<file path="config.mk">
export PLATFORM = sky130hd
export DESIGN_NAME = msgpass_rqst_writer_flat
export DESIGN_NICKNAME = d
export VERILOG_FILES = /design/src/rtl/msgpass_rqst_writer_if.sv /design/src/rtl/msgpass_rqst_writer.sv /design/src/flat_wrapper.sv
export SDC_FILE = /design/constraint.sdc
export NUM_CORES = 1
export LEC_CHECK = 0
export CORE_ASPECT_RATIO = 0.8
export CORE_MARGIN = 1
export CORE_UTILIZATION = 60
export CTS_CLUSTER_SIZE = 24
export DETAILED_ROUTE_END_ITERATION = 10
export DONT_BUFFER_PORTS = 1
export GPL_ROUTABILITY_DRIVEN = 0
export GPL_TIMING_DRIVEN = 1
export PLACE_DENSITY_LB_ADDON = 0.2
export RECOVER_POWER = 100
export SYNTH_ARGS = -nofsm -noshare
export SYNTH_HDL_FRONTEND = slang
export SYNTH_SLANG_ARGS = --single-unit
</file>
<file path="constraint.sdc">
create_clock -name sys_clk -period 3.65 [get_ports sys_clk]
set_input_delay 0.1825 -clock sys_clk [delete_from_list [all_inputs] [get_ports sys_clk]]
set_output_delay 0.1825 -clock sys_clk [all_outputs]
set_load 0.02 [all_outputs]
</file>
<file path="src/rtl/msgpass_rqst_writer_if.sv">
// Request-word handshake between a producer and the message-pass buffer writer.
interface msgpass_rqst_writer_if #(
    parameter int SHARE_GROUP_SIZE   = 5,
    parameter int RQST_ADDR_BITWIDTH = 3
);
    logic                                         rqst_valid_i;
    logic                                         rqst_ready_o;
    logic [SHARE_GROUP_SIZE*RQST_ADDR_BITWIDTH-1:0] rqst_addr_i;
    logic [SHARE_GROUP_SIZE-1:0]                  rqst_lane_mask_i;

    modport master (
        output rqst_valid_i, rqst_addr_i, rqst_lane_mask_i,
        input  rqst_ready_o
    );

    modport slave (
        input  rqst_valid_i, rqst_addr_i, rqst_lane_mask_i,
        output rqst_ready_o
    );
endinterface

</file>
<file path="src/rtl/msgpass_rqst_writer.sv">
// Producer-side writer for the message-pass buffer: packs request words into rows,
// drives write port A and tracks row occupancy against reader pops.
module msgpass_rqst_lane_pack #(
    parameter int W = 3
) (
    input  logic [W-1:0] addr,
    input  logic         vld,
    output logic [W:0]   lane
);
    assign lane = {vld, vld ? addr : {W{1'b0}}};
endmodule

module msgpass_rqst_writer #(
    parameter int SHARE_GROUP_SIZE        = 5,
    parameter int RQST_ADDR_BITWIDTH      = 3,
    parameter int MSGPASS_BUFF_RQST_WIDTH = RQST_ADDR_BITWIDTH + 1,
    parameter int MSGPASS_BUFF_DEPTH      = 8,
    parameter int MSGPASS_BUFF_ADDR_WIDTH = $clog2(MSGPASS_BUFF_DEPTH),
    parameter int CNT_WIDTH               = 8
) (
    input  logic                                              sys_clk,
    input  logic                                              rst,
    msgpass_rqst_writer_if.slave                              rqst,
    input  logic                                              frame_begin_i,
    input  logic                                              frame_end_i,
    input  logic                                              rd_pop_i,
    output logic [MSGPASS_BUFF_ADDR_WIDTH-1:0]                waddr_portA_o,
    output logic [SHARE_GROUP_SIZE*MSGPASS_BUFF_RQST_WIDTH-1:0] wdata_portA_o,
    output logic                                              wen_portA_o,
    output logic                                              full_o,
    output logic                                              empty_o,
    output logic                                              frame_done_o,
    output logic [CNT_WIDTH-1:0]                              entry_cnt_o,
    output logic                                              underflow_err_o
);
    localparam int ROW_W = SHARE_GROUP_SIZE * MSGPASS_BUFF_RQST_WIDTH;
    localparam int OCC_W = $clog2(MSGPASS_BUFF_DEPTH + 1);

    typedef enum logic [1:0] {IDLE, ACTIVE, DRAIN, DONE} state_t;

    typedef struct packed {
        logic [MSGPASS_BUFF_ADDR_WIDTH-1:0] addr;
        logic [ROW_W-1:0]                   data;
    } wr_req_t;

    state_t state, state_nxt;
    logic   frame_start;

    logic [MSGPASS_BUFF_ADDR_WIDTH-1:0] wptr;
    logic [OCC_W-1:0]                   occ, occ_nxt;
    logic                               accept, pop_ok;
    wr_req_t                            wr_q;

    logic [SHARE_GROUP_SIZE-1:0][RQST_ADDR_BITWIDTH-1:0]      lane_addr;
    logic [SHARE_GROUP_SIZE-1:0][MSGPASS_BUFF_RQST_WIDTH-1:0] row;

    assign lane_addr = rqst.rqst_addr_i;

    genvar g;
    generate
        for (g = 0; g < SHARE_GROUP_SIZE; g++) begin : g_lane
            msgpass_rqst_lane_pack #(.W(RQST_ADDR_BITWIDTH)) u_pack (
                .addr (lane_addr[g]),
                .vld  (rqst.rqst_lane_mask_i[g]),
                .lane (row[g])
            );
        end
    endgenerate

    // Ready comes only from registered state so a producer may wait on it before raising valid.
    assign rqst.rqst_ready_o = (state == ACTIVE) && !full_o;
    assign accept            = rqst.rqst_valid_i && rqst.rqst_ready_o;
    assign pop_ok            = rd_pop_i && (occ != '0);
    assign frame_done_o      = (state == DONE);

    always_comb begin
        state_nxt   = state;
        frame_start = 1'b0;
        case (state)
            IDLE: begin
                if (frame_begin_i) begin
                    state_nxt   = ACTIVE;
                    frame_start = 1'b1;
                end
            end
            ACTIVE:  if (frame_end_i) state_nxt = DRAIN;
            DRAIN:   state_nxt = DONE;
            DONE:    state_nxt = IDLE;
            default: state_nxt = IDLE;
        endcase
    end

    always_ff @(posedge sys_clk or posedge rst) begin
        if (rst) state <= IDLE;
        else     state <= state_nxt;
    end

    always_comb begin
        occ_nxt = occ;
        case ({accept, pop_ok})
            2'b10:   occ_nxt = occ + 1'b1;
            2'b01:   occ_nxt = occ - 1'b1;
            default: occ_nxt = occ;
        endcase
    end

    always_ff @(posedge sys_clk or posedge rst) begin
        if (rst) begin
            occ             <= '0;
            full_o          <= 1'b0;
            empty_o         <= 1'b1;
            underflow_err_o <= 1'b0;
        end else begin
            occ     <= occ_nxt;
            full_o  <= (occ_nxt == OCC_W'(MSGPASS_BUFF_DEPTH));
            empty_o <= (occ_nxt == '0);
            if (rd_pop_i && (occ == '0)) underflow_err_o <= 1'b1;
        end
    end

    // wptr and the frame counter restart per frame; occupancy spans frames.
    always_ff @(posedge sys_clk or posedge rst) begin
        if (rst) begin
            wptr        <= '0;
            entry_cnt_o <= '0;
        end else if (frame_start) begin
            wptr        <= '0;
            entry_cnt_o <= '0;
        end else if (accept) begin
            wptr <= (wptr == MSGPASS_BUFF_ADDR_WIDTH'(MSGPASS_BUFF_DEPTH - 1))
                    ? '0 : wptr + 1'b1;
            if (!(&entry_cnt_o)) entry_cnt_o <= entry_cnt_o + 1'b1;
        end
    end

    always_ff @(posedge sys_clk or posedge rst) begin
        if (rst) begin
            wen_portA_o <= 1'b1;
            wr_q        <= '0;
        end else begin
            wen_portA_o <= !accept;
            if (accept) begin
                wr_q.addr <= wptr;
                wr_q.data <= row;
            end
        end
    end

    assign waddr_portA_o = wr_q.addr;
    assign wdata_portA_o = wr_q.data;
endmodule

</file>
<file path="src/flat_wrapper.sv">
// flat-port wrapper written by rule: the top's interface ports become plain ports
module msgpass_rqst_writer_flat 
#(
    parameter int SHARE_GROUP_SIZE        = 5,
    parameter int RQST_ADDR_BITWIDTH      = 3,
    parameter int MSGPASS_BUFF_RQST_WIDTH = RQST_ADDR_BITWIDTH + 1,
    parameter int MSGPASS_BUFF_DEPTH      = 8,
    parameter int MSGPASS_BUFF_ADDR_WIDTH = $clog2(MSGPASS_BUFF_DEPTH),
    parameter int CNT_WIDTH               = 8
)
  (sys_clk, rst, frame_begin_i, frame_end_i, rd_pop_i, waddr_portA_o, wdata_portA_o, wen_portA_o, full_o, empty_o, frame_done_o, entry_cnt_o, underflow_err_o, rqst_rqst_valid_i, rqst_rqst_addr_i, rqst_rqst_lane_mask_i, rqst_rqst_ready_o);
  msgpass_rqst_writer_if #(.SHARE_GROUP_SIZE(SHARE_GROUP_SIZE), .RQST_ADDR_BITWIDTH(RQST_ADDR_BITWIDTH)) rqst_i ();
  input  logic sys_clk;
  input  logic rst;
  input  logic frame_begin_i;
  input  logic frame_end_i;
  input  logic rd_pop_i;
  output logic [MSGPASS_BUFF_ADDR_WIDTH-1:0] waddr_portA_o;
  output logic [SHARE_GROUP_SIZE*MSGPASS_BUFF_RQST_WIDTH-1:0] wdata_portA_o;
  output logic wen_portA_o;
  output logic full_o;
  output logic empty_o;
  output logic frame_done_o;
  output logic [CNT_WIDTH-1:0] entry_cnt_o;
  output logic underflow_err_o;
  input wire logic [$bits(rqst_i.rqst_valid_i)-1:0] rqst_rqst_valid_i;
  input wire logic [$bits(rqst_i.rqst_addr_i)-1:0] rqst_rqst_addr_i;
  input wire logic [$bits(rqst_i.rqst_lane_mask_i)-1:0] rqst_rqst_lane_mask_i;
  output wire logic [$bits(rqst_i.rqst_ready_o)-1:0] rqst_rqst_ready_o;
  assign rqst_i.rqst_valid_i = rqst_rqst_valid_i;
  assign rqst_i.rqst_addr_i = rqst_rqst_addr_i;
  assign rqst_i.rqst_lane_mask_i = rqst_rqst_lane_mask_i;
  assign rqst_rqst_ready_o = rqst_i.rqst_ready_o;
  msgpass_rqst_writer #(.SHARE_GROUP_SIZE(SHARE_GROUP_SIZE), .RQST_ADDR_BITWIDTH(RQST_ADDR_BITWIDTH), .MSGPASS_BUFF_RQST_WIDTH(MSGPASS_BUFF_RQST_WIDTH), .MSGPASS_BUFF_DEPTH(MSGPASS_BUFF_DEPTH), .MSGPASS_BUFF_ADDR_WIDTH(MSGPASS_BUFF_ADDR_WIDTH), .CNT_WIDTH(CNT_WIDTH)) u_core (.sys_clk(sys_clk), .rst(rst), .rqst(rqst_i), .frame_begin_i(frame_begin_i), .frame_end_i(frame_end_i), .rd_pop_i(rd_pop_i), .waddr_portA_o(waddr_portA_o), .wdata_portA_o(wdata_portA_o), .wen_portA_o(wen_portA_o), .full_o(full_o), .empty_o(empty_o), .frame_done_o(frame_done_o), .entry_cnt_o(entry_cnt_o), .underflow_err_o(underflow_err_o));
endmodule
</file>
==> flow_summary.ini, run 1 <==
[global_routing]
use_met2_pct = 40.8
use_met3_pct = 5.83
grt_pass1_vias = 1453
antenna_found_initial = 0
track_usage_pct = 23.6
grt_pass1_wl_um = 6230
grt_overflow_total = 0
grt_max_degree = 45
grt-busiest-layer = met2
use_met1_pct = 27.3

[routing]
viasPerCell = 5.91
drc_errors = 0
drt_iter0_drc = 63
wl_um = 4130
drt.antenna.violating_nets = 0
routedWlPerCell_um = 15.4
num_vias = 1583
drtPass1Iterations = 4

[setup_path]
reg2regPathDepth = 12
path_max_fanout = 28
cp_data_arrival_time_ns = 3.14
reg2reg_to = u_core.empty_o
critPathLaunchType = register
slowest_delay_ns = 0.41
end_kind = register
r2r-start = u_core.state[1]
crit_slowest_cell = dfrtp_1
crit_top_cell = ha_1
required_ns = 3.86
ff2ff_setup_slack_ns = 0.72
crit_chain = inv_1 -> ha_1 -> and3b_1 -> buf_4 -> inv_1 -> ha_1 -> xor2_1 -> ha_1 -> nor3b_1 -> a21oi_1 -> a211o_1 -> a211oi_1
crit_type = reg2reg

[logic_synthesis]
synth_top_area_cell = dfrtp_1
synth_area_per_cell_um2 = 9.43
yosysWarnings = 0
synth_cells = 219
synth_edf_count = 0
netlist_area_um2 = 2070
synth.top_cell.area_share_pct = 50.9
synthArstFlopShare_pct = 100
synth_commonest_cells = nand2_1, dfrtp_1, nand3_1
ys_seq_area_share_pct = 53.4
synth_ff_type = dfrtp_1
yosysUniqueCellTypes = 38
synth_nets = 256
yosysMostFrequentCell = nand2_1
synth_area_leaders = dfrtp_1, nand2_1, ha_1, nand3_1, dfstp_2
synth_seq_cells = 44

[finish]
fill_cells = 245
fin_nets = 264
drive_gt1_share_pct = 5.70
syn2layout_area_growth_pct = 10.6
antenna_cells = 0
multi_input_comb_area_um2 = 890
seq_area_um2 = 1100

[cts]
cts_buffers = 5
htreeDepth = 2
cts_tree = done
clk_path_buf_depth = 2
cts_resized = 0
cts_setup_buffers = 0
insertion_delay_ns = 0.30
clkSinkCount = 44
path_clk_slew_ns = 0.09
clockRootBuffer = clkbuf_8

[timing]
hold_ws_ns = 0.00703
finalCritPeriodShare_pct = 80.3
slew_violations = 45
fmax_mhz = 341
setup_ws_ns = 0.720
tightest_slew_ns = 2.26
setup_viol = 0
rsz0062_at_grt = false
timing_hold_violations_final = 0
fin_setup_tns_ns = 0
slew_headroom_pct = -51.0
min_period_ns = 2.93
skew_ns = 0.00649

[placed_design]
port_buffers = 0
place_ws_ns = 0.763
dpl.hpwl_um = 2820

[min_path]
min_from = rqst_rqst_lane_mask_i[3]
hp-class = in2reg
holdPathEnd = u_core.wdata_portA_o[12]
whs_path_depth = 2

[floorplan]
rows = 18
die_w_um = 67.6
dieArea_um2 = 3680
initial_core_util_pct = 65.1
die_h_um = 54.5
coreArea_um2 = 3180
io_pins = 63

[power]
ir_worst_vdd_v = 0.000465
p_leak_uw = 0.00112
power_density_nw_per_um2 = 836

[outcome]
status = complete, but fails checks
violations = max-capacitance violations, max-slew violations

[run]
drv_cap = 1
routing by layer:
metal	wire length, µm	vias up
met5	0	-
met4	52	0
met3	234	5
met2	2090	48
met1	1760	783
li1	-	747
cells by family after synthesis:
family	Yosys count	synth area share (%)
XOR/XNOR	6	2.54
buffers and inverters	17	3.51
adder cells (fa/ha/maj)	11	6.66
AO/OA/AOI/OAI	23	6.91
AND/OR/NAND/NOR	115	25.4
multiplexers	3	1.57
flip-flops	44	53.4
cells in the final DEF, fill, tap and decap left out, types with 2 or more instances in the layout:
master	instances
nor2_1	9
a211o_1	2
nor2b_1	3
xnor2_1	4
dlygate4sd3_1	8
a21oi_1	10
inv_1	6
ha_1	11
clkbuf_8	5
nand3_1	19
and3_1	2
a211oi_1	4
buf_4	2
xor2_1	2
o21ai_0	3
nor3_1	7
clkinv_4	2
nand2_1	61
nand4_1	2
mux2_2	2
dfstp_1	2
dfrtp_1	42
and3b_1	2
what timing repair did:
| item | in CTS | in global routing |
|---|---|---|
| hold endpoints to repair | 49 | 2 |
| endpoints found under the setup margin | 0 | 0 |
| hold buffers | 7 | 1 |
worst max-delay path: cells and delay by family, from the launching register on:
| family | cells | cell delay [ns] |
|---|---|---|
| buf+inv | 3 | 0.49 |
| compound gates | 3 | 0.59 |
| flops | 1 | 0.41 |
| simple gates | 2 | 0.43 |
| fa+ha+maj | 3 | 0.75 |
| xor+xnor | 1 | 0.18 |
flip-flops by register name (all words and copies together) (netlist names):
register and flops:
u_core.occ 4, u_core.empty_o 1, u_core.waddr_portA_o 3, u_core.wen_portA_o 1, u_core.wptr 3, u_core.state 2
u_core.entry_cnt_o 8, u_core.full_o 1, u_core.wdata_portA_o 20, u_core.underflow_err_o 1
worst max-delay path by stage:
stage,from,endpoint,depth (start not counted)
final,u_core.state[1],u_core.empty_o,12
after detailed placement,u_core.state[1],u_core.empty_o,12
after global routing,u_core.state[1],u_core.empty_o,12
after floorplan,u_core.state[1],u_core.empty_o,14
after global placement,u_core.state[1],u_core.empty_o,12
after CTS,u_core.state[1],u_core.empty_o,12
power by group:
group	total (µW)	switching (µW)	leakage [µW]	internal, µW
combinational	566	331	0.000500	235
sequential	971	308	0.000563	664
clock	373	167	0.0000583	206
per-stage QoR:
| step | total power, µW | instance area (µm²) | util [%] | std cells |
|---|---|---|---|---|
| 2_1_floorplan | 1410 | 2070 | - | 219 |
| 3_3_place_gp | 1490 | 2090 | 65.9 | 252 |
| 3_5_place_dp | 1550 | 2090 | 65.9 | 252 |
| 4_1_cts | 1930 | 2280 | 71.7 | 267 |
| 5_1_grt | 2050 | 2280 | 71.9 | 268 |
| 6_report | 1910 | 2280 | 71.9 | 268 |
cell type report:
type	instances	share of cell area, %
flip-flops and latches	44	48.3
inverters	7	1.15
well taps	40	2.19
multi-input cells	158	38.9
clock buffers	5	3.01
repair buffers	11	4.33
clock inverters	3	2.08
Note: power is estimated with default switching activity, not from simulation.
==> inputs of run 2 (changes only) <==
Settings changed: ABC_AREA set to 1, CORE_UTILIZATION 60 to 56.
Clock period 3.65 ns to 2.45 ns, I/O delays scaled along.
==> run 2 against run 1 <==
- the flow finishes with violations (negative hold slack, max-capacitance violations, max-slew violations)
- cell area is 7.6% higher
- fmax increased by 35%
- global-route usage up 0.24 points
- hold slack got worse by 0.011 ns
- die area increased by 8.6%
- total power rose by 57%
- critical path type unchanged
- highest routed layer unchanged
- largest cell class unchanged
- clock skew decreased by 0.0022 ns
==> flow_summary.ini, run 2 <==
[power]
clkPwrFrac_pct = 18.1
switching_power_uw = 1330
p_comb_share_pct = 33.1
ir_worst_vdd_v = 0.000705
p_leak_uw = 0.00122
power_density_nw_per_um2 = 1220
p_seq_share_pct = 48.8
switching_share_pct = 44.3
p_int_uw = 1670
power_uw = 3010

[logic_synthesis]
synth_seq_cells = 44
yosysUniqueCellTypes = 26
synth_area_per_cell_um2 = 8.53
ys_seq_area_share_pct = 52.6
synth_edf_count = 0
yosysWarnings = 0
synth_commonest_cells = nand2_1, dfrtp_1, o21ai_0
synth_area_leaders = dfrtp_1, nand2_1, o21ai_0, ha_1, inv_1
synth.top_cell.area_share_pct = 50.1
synth_cells = 246
yosysMostFrequentCell = nand2_1
netlist_area_um2 = 2100
synth_ff_type = dfrtp_1
synth_top_area_cell = dfrtp_1
synth_nets = 283
synthArstFlopShare_pct = 100

[finish]
syn2layout_area_growth_pct = 17.0
stdcell_count = 314
fill_cells = 267
largest_reg_flops = 20
most-common-layout-cells = nand2_1, dfrtp_1, o21ai_0
antenna_cells = 0
final_common_cell = nand2_1
drive_gt1_share_pct = 5.88
fin_nets = 308

[cts]
cts_setup_buffers = 0
cts_buffers = 5
clk_path_buf_depth = 2
path_clk_slew_ns = 0.08
clockRootBuffer = clkbuf_8
insertion_delay_ns = 0.30
cts_tree = done
htreeDepth = 2
clkSinkCount = 44

[timing]
hold_ws_ns = -0.00367
setup_ws_ns = 0.282
slew_violations = 45
timing_hold_violations_final = 1
skew_ns = 0.00431
finalCritPeriodShare_pct = 88.5
fin_setup_tns_ns = 0
rsz0062_at_grt = false
fmax_mhz = 461
slew_headroom_pct = -8.14
setup_viol = 0
tightest_slew_ns = 1.62
min_period_ns = 2.17

[setup_path]
required_ns = 2.64
end_kind = register
critPathLaunchType = register
ff2ff_setup_slack_ns = 0.28
crit_type = reg2reg
cp_data_arrival_time_ns = 2.35
path_max_fanout = 4

[floorplan]
dieArea_um2 = 4000
coreArea_um2 = 3490
die_h_um = 56.8
io_pins = 63
rows = 19
initial_core_util_pct = 60.1
die_w_um = 70.5

[routing]
wl_um = 4290
num_vias = 1643
drtPass1Iterations = 4
drc_errors = 0
routedWlPerCell_um = 13.7
viasPerCell = 5.23
drt_iter0_drc = 116
drt.antenna.violating_nets = 0

[global_routing]
antenna_found_initial = 0
grt_pass1_vias = 1570
grt_pass1_wl_um = 7290
grt_overflow_total = 0
grt_max_degree = 45
track_usage_pct = 23.8

[run]
drv_cap = 1

[outcome]
violations = negative hold slack, max-capacitance violations, max-slew violations
status = complete, but fails checks

[min_path]
hp-class = in2reg

[placed_design]
dp_cells = 285
place_ws_ns = 0.258
dpl.hpwl_um = 2790
port_buffers = 0
run 2: through the flow:
step | instance area, µm² | utilization [%]
global placement | 2140 | 61.3
global route | 2460 | 70.3
detailed placement | 2140 | 61.3
finish | 2460 | 70.3
floorplan | 2100 | -
CTS | 2460 | 70.4
run 2: cell families after synthesis:
group	share of synthesized area [%]
AOI/OAI and AO/OA	10.3
xor gates and xnor gates	1.67
adders and majority gates	6.56
buffers and inverters	5.42
DFF	52.6
and+or+nand+nor	23.5
run 2: path summary, 6_finish.rpt:
path                                startpoint                 endpoint  cells after the start
max                            u_core.state[1]            u_core.full_o                     15
min                        rqst_rqst_addr_i[0]  u_core.wdata_portA_o[0]                      2
max reg2reg                    u_core.state[1]            u_core.full_o                     15
min reg2reg                     u_core.wptr[0]           u_core.wptr[0]                      1
max in group asynchronous                  rst   u_core.underflow_err_o                      2
min in group asynchronous                  rst    u_core.entry_cnt_o[7]                      2
run 2: final cells by class:
type | instances | area [µm²] | area share (%)
well taps | 42 | 52.6 | 2.14
multi-input cells | 174 | 882 | 35.9
inverters | 22 | 82.6 | 3.36
clock buffers | 6 | 72.6 | 2.95
flip-flops and latches | 44 | 1100 | 44.9
clock inverters | 2 | 35.0 | 1.43
repair buffers | 24 | 229 | 9.32
run 2: what timing repair did:
item	in CTS	in global routing
resized for setup	0	1
hold buffers	21	0
endpoints found under the hold margin	63	0
endpoints found under the setup margin	0	2
run 2: worst max-delay path, cell delays in order (launching register included):
cell and delay (ns):
dfrtp_1 0.42, inv_2 0.10, ha_1 0.15, inv_1 0.08, nor2_4 0.09, nand2_2 0.10
ha_1 0.25, nand2_1 0.08, nand2_1 0.06, ha_1 0.17, a21oi_1 0.14, inv_1 0.05
nand2_1 0.05, nand3_1 0.11, o211ai_1 0.13, nor2_1 0.07
run 2: power by group through the flow:
| stage | clock network, µW | logic [µW] | registers (µW) |
|---|---|---|---|
| floorplan | 0 | 790 | 1420 |
| global placement | 0 | 915 | 1470 |
| detailed placement | 0 | 953 | 1480 |
| CTS | 551 | 996 | 1470 |
| global route | 582 | 1170 | 1500 |
| finish | 544 | 995 | 1470 |
run 2: routing by layer:
| layer | GRT usage, % | wire (µm) | vias to the layer above |
|---|---|---|---|
| met5 | 0 | 0 | - |
| met4 | 8.86 | 47 | 0 |
| met3 | 7.00 | 283 | 5 |
| met2 | 36.5 | 2000 | 49 |
| met1 | 32.2 | 1960 | 751 |
| li1 | - | - | 838 |
==> inputs of run 3 (changes only) <==
Settings changed: SYNTH_HIERARCHICAL set to 1.
==> run 3 against run 2 <==
- the flow finishes with violations (max-capacitance violations, max-slew violations)
- synthesized cell count rose by 14%
- routed wire length down 3.8%
- combinational power about the same
- sequential share of layout area up 0.65 points
- setup slack better by 0.051 ns
- critical path type unchanged
- critical endpoint is now u_core/full_o
- largest power group unchanged
- highest routed layer unchanged
==> flow_summary.ini, run 3 <==
[setup_path]
critPathLaunchType = register
slowest_delay_ns = 0.40
crit_family = simple AND/OR/NAND/NOR gates
critPathBufInv = 2
crit_slowest_cell = dfrtp_1
end_kind = register
required_ns = 2.68
crit_chain = inv_1 -> ha_1 -> nand3_2 -> nand3_1 -> nand2_1 -> nand2_1 -> inv_1 -> ha_1 -> nand2_1 -> o21ai_0 -> nor2_1 -> nand3_1 -> nor2_1
crit_type = reg2reg
cp_data_arrival_time_ns = 2.34
path_max_fanout = 4
crit_top_cell = nand2_1

[logic_synthesis]
netlist_area_um2 = 2240
ys_seq_area_share_pct = 49.3
synth_ff_type = dfrtp_1
synth.top_cell.area_share_pct = 47.0
yosysMostFrequentCell = nand2_1
synth_edf_count = 0
synth_seq_cells = 44
synth_area_per_cell_um2 = 7.99
synth_nets = 316
yosysUniqueCellTypes = 25
yosysWarnings = 6
synth_top_area_cell = dfrtp_1
synthArstFlopShare_pct = 100
synth_cells = 280
synth_commonest_cells = nand2_1, dfrtp_1, inv_1
synth_area_leaders = dfrtp_1, nand2_1, inv_1, ha_1, nand3_1

[finish]
most-common-layout-cells = nand2_1, dfrtp_1, inv_1
drive_gt1_share_pct = 6.29
antenna_cells = 0
final_core_util_pct = 63.7
fin_nets = 321
design_area_um2 = 2420
largest_reg_flops = 20
final_common_cell = nand2_1
syn2layout_area_growth_pct = 8.22

[routing]
routedWlPerCell_um = 12.1
drtPass1Iterations = 4
drt_iter0_drc = 104
drt.antenna.violating_nets = 0
num_vias = 1711
drc_errors = 0
wl_um = 4130
viasPerCell = 5.02

[timing]
finalCritPeriodShare_pct = 86.4
timing_hold_violations_final = 0
hold_ws_ns = 0.0135
setup_viol = 0
slew_violations = 45
tightest_slew_ns = 1.61
setup_ws_ns = 0.333
fmax_mhz = 472
min_period_ns = 2.12
slew_headroom_pct = -7.21
skew_ns = 0.00787
rsz0062_at_grt = false
fin_setup_tns_ns = 0

[global_routing]
grt_pass1_wl_um = 7220
track_usage_pct = 22.8
grt_overflow_total = 0
grt_pass1_vias = 1663
grt_max_degree = 45
antenna_found_initial = 0

[floorplan]
initial_core_util_pct = 58.8
dieArea_um2 = 4260
io_pins = 63
coreArea_um2 = 3800
die_h_um = 58.6
rows = 20
die_w_um = 72.7

[power]
ir_worst_vdd_v = 0.000577
p_leak_uw = 0.00134
power_density_nw_per_um2 = 1250

[placed_design]
dpl.hpwl_um = 2920
place_ws_ns = 0.417
placed_area_um2 = 2250
port_buffers = 0

[cts]
htreeDepth = 2
clockRootBuffer = clkbuf_8
cts_tree = done
insertion_delay_ns = 0.29
cts_setup_buffers = 0
cts_buffers = 5
clkSinkCount = 44
clk_path_buf_depth = 2
path_clk_slew_ns = 0.08

[min_path]
hp-class = in2reg

[outcome]
violations = max-capacitance violations, max-slew violations
status = complete, but fails checks

[run]
drv_cap = 1
[run 3: changes by cell type in the layout (fill, tap and decap cells not counted), moves of 3 or more]
cell	change
nand4_1	+3
nand2_1	+23
dlygate4sd3_1	-14
inv_1	+20
o21ai_0	-16
[run 3: final timing paths]
check	slack [ns]	endpoint	start	cells past startpoint
setup reg to reg	0.33	u_core/full_o	u_core/state[1]	13
hold / removal	0.01	u_core/wdata_portA_o[6]	rqst_rqst_lane_mask_i[1]	4
hold reg to reg	0.54	u_core/waddr_portA_o[0]	u_core/wptr[0]	2
setup / recovery	0.33	u_core/full_o	u_core/state[1]	13
max in group asynchronous	0.74	u_core/entry_cnt_o[2]	rst	2
min in group asynchronous	0.76	u_core/occ[2]	rst	2
[run 3: routing by layer]
metal | up-vias | GRT usage, % | routed length (µm)
met1 | 779 | 29.7 | 1930
met4 | 0 | 5.04 | 23
met5 | - | 0 | 0
met2 | 65 | 35.6 | 1830
met3 | 4 | 9.76 | 342
li1 | 863 | - | -
[run 3: what timing repair did]
item / in CTS / in global routing
endpoints found under the hold margin: 48 / 0
hold buffers: 7 / 0
gates resized for setup: 0 / 0
[run 3: metrics by stage]
stage                     std cells  power [µW]
after CTS                       341        3070
after detailed placement        326        2470
after global routing            341        3290
final                           341        3020
after floorplan                 280        2250
after global placement          326        2430
[run 3: cell families after synthesis]
family                     Yosys count  synth area share (%)
AOI/OAI and AO/OA                   24                  5.53
xor gates and xnor gates             4                  1.57
adders and majority gates           10                  5.59
buffers and inverters               53                  10.5
DFF                                 44                  49.3
and+or+nand+nor                    145                  27.6
[run 3: cell type report]
class | instances | area (µm²)
timing repair buffer | 10 | 88.8
inverter | 41 | 155
fill | 349 | 1380
clock buffer | 6 | 82.6
clock inverter | 2 | 38.8
multi-input combinational | 183 | 885
sequential | 44 | 1100
tap | 55 | 68.8
[run 3: report_power, final]
group          total [µW]  leakage (µW)  switching (µW)  internal [µW]
Sequential           1440      0.000562             445            992
Combinational        1010      0.000715             648            365
Clock                 573     0.0000614             240            333
[run 3: worst register-to-register path: cells and delay by family, from the launching register on]
kind                     cells  cell delay, ns
flip-flops                   1            0.40
AO/OA/AOI/OAI                1            0.12
AND/OR/NAND/NOR              8            0.86
adder cells (fa/ha/maj)      2            0.49
buffers and inverters        2            0.18
